===== config.mk =====
export PLATFORM = sky130hd
export DESIGN_NAME = fir_da_sequencer
export DESIGN_NICKNAME = d
export VERILOG_FILES = /design/src/rtl/fir_da_sequencer.sv
export SDC_FILE = /design/constraint.sdc
export NUM_CORES = 1
export LEC_CHECK = 0
export BUFFER_PORTS_ARGS = -buffer_cell sky130_fd_sc_hd__buf_2
export CAP_MARGIN = 20
export CORE_ASPECT_RATIO = 1.75
export CORE_MARGIN = 2
export CORE_UTILIZATION = 44
export DETAILED_ROUTE_END_ITERATION = 10
export PLACE_DENSITY = 0.79
export SLEW_MARGIN = 20
export SYNTH_ARGS = -nofsm -noshare
export SYNTH_HDL_FRONTEND = slang
export SYNTH_SLANG_ARGS = --single-unit

===== constraint.sdc =====
create_clock -name clk -period 1.7 [get_ports clk]
set_input_delay 0.17 -clock clk [delete_from_list [all_inputs] [get_ports clk]]
set_output_delay 0.17 -clock clk [all_outputs]
set_load 0.02 [all_outputs]

===== src/rtl/fir_da_sequencer.sv =====
// Frame controller for the 4-tap distributed-arithmetic FIR core: serialises
// parallel samples LSB-first, drives the bit index and captures one result per frame.
module fir_da_sequencer #(
  parameter int unsigned DATA_W = 16,
  parameter int unsigned CNT_W  = 4,
  parameter int unsigned OUT_W  = 33
) (
  input  logic              clk,
  input  logic              reset,
  input  logic              enable,
  input  logic              s_valid,
  output logic              s_ready,
  input  logic [DATA_W-1:0] s_data,
  output logic              m_valid,
  input  logic              m_ready,
  output logic [OUT_W-1:0]  m_data,
  output logic              fir_xn_b,
  output logic [CNT_W-1:0]  fir_counter,
  input  logic [OUT_W-1:0]  fir_yn,
  output logic              underrun,
  output logic              overflow,
  input  logic              clr_status
);

  localparam logic [CNT_W-1:0] LAST_BIT = CNT_W'(DATA_W - 1);

  typedef enum logic {IDLE, RUN} state_e;

  state_e              state_q, state_d;
  logic [CNT_W-1:0]    cnt_q, cnt_d;
  logic [DATA_W-1:0]   hold_q, hold_d;
  logic                hold_full_q, hold_full_d;
  logic [DATA_W-1:0]   tx_q, tx_d;
  logic                cap_pend_q, cap_pend_d;
  logic                m_valid_q, m_valid_d;
  logic [OUT_W-1:0]    m_data_q, m_data_d;
  logic                underrun_q, underrun_d;
  logic                overflow_q, overflow_d;

  logic                wrap_c;
  logic                load_now_c;
  logic                underrun_set_c;
  logic                overflow_set_c;
  logic                s_ready_c;
  logic                s_hs_c;

  // State register
  always_ff @(posedge clk) begin
    if (reset) begin
      state_q     <= IDLE;
      cnt_q       <= '0;
      hold_q      <= '0;
      hold_full_q <= 1'b0;
      tx_q        <= '0;
      cap_pend_q  <= 1'b0;
      m_valid_q   <= 1'b0;
      m_data_q    <= '0;
      underrun_q  <= 1'b0;
      overflow_q  <= 1'b0;
    end else begin
      state_q     <= state_d;
      cnt_q       <= cnt_d;
      hold_q      <= hold_d;
      hold_full_q <= hold_full_d;
      tx_q        <= tx_d;
      cap_pend_q  <= cap_pend_d;
      m_valid_q   <= m_valid_d;
      m_data_q    <= m_data_d;
      underrun_q  <= underrun_d;
      overflow_q  <= overflow_d;
    end
  end

  // Frame sequencing, hold buffer, result capture and status flags
  always_comb begin
    state_d        = state_q;
    cnt_d          = cnt_q;
    tx_d           = tx_q;
    load_now_c     = 1'b0;
    underrun_set_c = 1'b0;
    overflow_set_c = 1'b0;
    m_valid_d      = m_valid_q;
    m_data_d       = m_data_q;
    wrap_c         = (cnt_q == LAST_BIT);

    case (state_q)
      IDLE: begin
        cnt_d = '0;
        if (enable && hold_full_q) begin
          state_d    = RUN;
          tx_d       = hold_q;
          load_now_c = 1'b1;
        end
      end
      RUN: begin
        cnt_d = wrap_c ? '0 : cnt_q + CNT_W'(1);
        // The core's delay line never stops, so an empty buffer sends a zero frame
        if (wrap_c) begin
          if (!enable) begin
            state_d = IDLE;
          end else if (hold_full_q) begin
            tx_d       = hold_q;
            load_now_c = 1'b1;
          end else begin
            tx_d           = '0;
            underrun_set_c = 1'b1;
          end
        end
      end
      default: state_d = IDLE;
    endcase

    s_ready_c   = !hold_full_q || load_now_c;
    s_hs_c      = s_valid && s_ready_c;
    hold_d      = s_hs_c ? s_data : hold_q;
    hold_full_d = s_hs_c ? 1'b1 : (load_now_c ? 1'b0 : hold_full_q);

    cap_pend_d = (state_q == RUN) && wrap_c;

    if (cap_pend_q) begin
      if (m_valid_q && !m_ready) begin
        overflow_set_c = 1'b1;
      end else begin
        m_data_d  = fir_yn;
        m_valid_d = 1'b1;
      end
    end else if (m_valid_q && m_ready) begin
      m_valid_d = 1'b0;
    end

    underrun_d = underrun_set_c ? 1'b1 : (clr_status ? 1'b0 : underrun_q);
    overflow_d = overflow_set_c ? 1'b1 : (clr_status ? 1'b0 : overflow_q);
  end

  assign s_ready     = s_ready_c;
  assign m_valid     = m_valid_q;
  assign m_data      = m_data_q;
  assign fir_counter = cnt_q;
  assign fir_xn_b    = (state_q == RUN) ? tx_q[cnt_q] : 1'b0;
  assign underrun    = underrun_q;
  assign overflow    = overflow_q;

endmodule


==> flow_metrics.py <==
metrics = {
    "floorplanning": {
        "initial_core_util_pct": 44.90,
        "core_area_um2": 6133,
        "die_x_um": 63.81,
        "dieHeight_um": 108.7,
        "boundaryPins": 97,
        "dieArea_um2": 6933,
        "rows": 38,
    },
    "synth": {
        "synthCells": 286,
        "syn_area_per_cell_um2": 9.629,
        "synth_top_cell_area_share_pct": 54.52,
        "netlist_top_cells_area": "dfxtp_1 55%, nand2_1 9.3%, mux2i_1 6.9%",
        "syn_nets": 342,
        "synth_area_leader_cell": "dfxtp_1",
        "seq_area_frac_synth_pct": 54.52,
        "yosysUniqueCellTypes": 29,
        "ys_seq_elements": 75,
        "synth.yosys.warnings": 0,
        "syn-cell-area_um2": 2754,
    },
    "min_path": {
        "hold_path_class": "in2reg",
        "hold_start": "fir_yn[10]",
    },
    "drt": {
        "drc_errors": 0,
        "num_vias": 2342,
        "routedWlPerCell_um": 12.85,
        "ant_nets": 0,
        "postRouteWirelength_mm": 6.066,
        "first_pass_iters": 4,
        "drtIter0Drc": 148,
        "avgViaCountPerCell": 4.962,
    },
    "grt": {
        "antenna_found_initial": 0,
        "grt.total_usage_pct": 18.38,
        "grt_pass1_vias": 2272,
        "grt_max_degree": 58,
        "grt_pass1_wl_mm": 9.735,
        "overflow": 0,
    },
    "worst_setup_path": {
        "cp-startpoint": "fir_counter[2]",
        "crit_arrival_ns": 1.76,
        "critPathCaptureType": "output port",
        "crit_family": "multiplexers",
        "critPathKind": "reg2out",
        "critPathSlowestCell": "mux4_2",
        "reg2reg_from": "fir_counter[0]",
        "crit_chain": "buf_6 > mux4_2 > mux2i_1 > o22ai_1 > buf_4",
        "worst_setup_path_start_kind": "register",
        "critPathBufInv": 2,
        "cp_data_required_time_ns": 1.53,
        "max_stage_delay_ns": 0.48,
        "crit_path_max_fanout": 5,
    },
    "clock_network": {
        "cts_sinks": 75,
        "path_clk_slew_ns": 0.07,
        "holdBufCountCts": 0,
        "htreeDepth": 3,
        "cts_tree": "yes",
        "clockBufferDepth": 2,
        "cts_root_buf": "clkbuf_8",
        "clock_latency_ns": 0.34,
        "cts_buffers": 9,
    },
    "finish": {
        "seq_area_um2": 1508,
        "n_fill_cell": 528,
        "syn2layout_area_growth_pct": 29.12,
        "layout-drive-gt1-share_pct": 35.20,
        "multi_input_area_um2": 1152,
        "layout.nets": 444,
        "final_common_cell": "buf_2",
        "fin_area_um2": 3556,
        "n_antenna_cell": 0,
        "final_cell_mix": "95 x buf_2, 72 x dfxtp_1, 68 x nand2_1",
    },
    "power_and_ir_drop": {
        "leakagePower_uw": 0.001550,
        "power_density_nw_per_um2": 891.4,
        "total_power_uw": 3170,
        "vdd_drop_max_uv": 661.3,
    },
    "sta": {
        "finalHoldViolCount": 0,
        "period_needed_ns": 1.926,
        "drv_slew": 0,
        "relSlewSlack_pct": 52.24,
        "finClkSkew_ns": 0.004425,
        "period_share_pct": 113.3,
        "worst_pin_slew_ns": 0.7148,
        "setup_viol": 1,
        "rsz0062_at_grt": "true",
        "fin_ws_ns": -0.2258,
        "fmax_mhz": 519.3,
    },
    "placed_design": {
        "post-dp-hpwl_mm": 4.343,
        "io_buffers": 96,
        "postPlaceCellArea_um2": 3374,
        "gp_congestion": 0.7511,
    },
    "run_status": {
        "violations": "setup timing",
        "outcome": "finished with violations",
    },
    "job": {
        "max_cap_violations": 0,
    },
}
## state kept, by name, summed over array words and instances (netlist names)
| register | cells |
|---|---|
| m_valid | 1 |
| m_data | 33 |
| tx_q | 16 |
| hold_full_q | 1 |
| overflow | 1 |
| state_q | 1 |
| fir_counter | 4 |
| underrun | 1 |
| cap_pend_q | 1 |
| hold_q | 16 |
## cells in the mapped netlist
cell type,number
clkbuf_1,9
mux4_2,4
inv_1,3
ha_1,1
nand2_1,68
buf_8,1
o22ai_1,1
buf_1,2
nand3_4,1
xor2_1,1
dfxtp_1,75
a32o_1,1
a211oi_2,1
nor2b_1,3
buf_4,4
nand3b_1,1
o21ai_0,1
nor2_1,24
nand2b_1,3
a21oi_1,37
buf_6,1
a22o_1,16
xnor2_1,1
mux2i_1,19
nand3_1,2
a31oi_4,1
nand4_2,1
nor3b_1,1
buf_2,3
## power breakdown
| group | internal, µW | total [µW] | switching (µW) | leakage, µW |
|---|---|---|---|---|
| clock | 555 | 1150 | 598 | 0.0000860 |
| sequential | 1790 | 1810 | 19.1 | 0.000610 |
| combinational | 105 | 207 | 103 | 0.000855 |
## logic make-up after synthesis
logic type	Yosys count	synth area share [%]
fa+ha+maj	1	0.4543
xor+xnor	2	0.6362
flops	75	54.52
buf+inv	23	4.498
simple gates	104	15.90
mux	23	10.18
compound gates	58	13.81
## per-stage QoR
step / worst slack [ns] / instances / TNS (ns) / hold slack [ns] / util, %
2_1_floorplan: 0.04341 / 286 / 0 / 0.2583 / -
4_1_cts: -0.3034 / 472 / -0.3034 / 0.03740 / 57.98
6_report: -0.2258 / 472 / -0.2258 / 0.06029 / 57.98
3_3_place_gp: -0.08573 / 456 / -2.450 / 0.4043 / 54.94
3_5_place_dp: -0.1771 / 456 / -2.612 / 0.4142 / 55.02
5_1_grt: -0.3137 / 472 / -0.3137 / 0.04901 / 57.98
## layout make-up
cell class              count  share of cell area [%]
repair buffers            111                   17.56
clock inverters             3                  0.4222
clock buffers              12                   4.082
flip-flops and latches     75                   42.40
inverters                   3                  0.3167
well taps                  80                   2.815
multi-input cells         188                   32.41
## path summary, 6_finish.rpt
check                    end  slack [ns]  cells past startpoint
setup / recovery    fir_xn_b       -0.23                      5
setup reg to reg  hold_q[13]        0.13                      7
hold / removal    m_data[10]        0.06                      3
hold reg to reg   m_data[10]        0.45                      2
## worst reg2reg max path, cell delays in order, from the launching register on
cell and delay [ns]:
dfxtp_2 0.35, ha_4 0.15, buf_4 0.11, nand4_2 0.14, a31oi_4 0.23, buf_12 0.19, mux2i_1 0.22, nor2_1 0.05
## repair_timing
action,in CTS,in global routing
gates cloned,0,0
buffers inserted,1,0
gates resized for setup,5,0
setup endpoints to repair,17,1
pin swaps,1,1
## layer usage
metal	global-route usage [%]	up-vias	routed length, µm
li1	-	1170	-
met1	17.11	1091	2223
met2	33.85	66	3319
met3	5.779	15	349
met4	11.65	0	173
met5	0	-	0
Note: power is estimated with default switching activity, not from simulation.
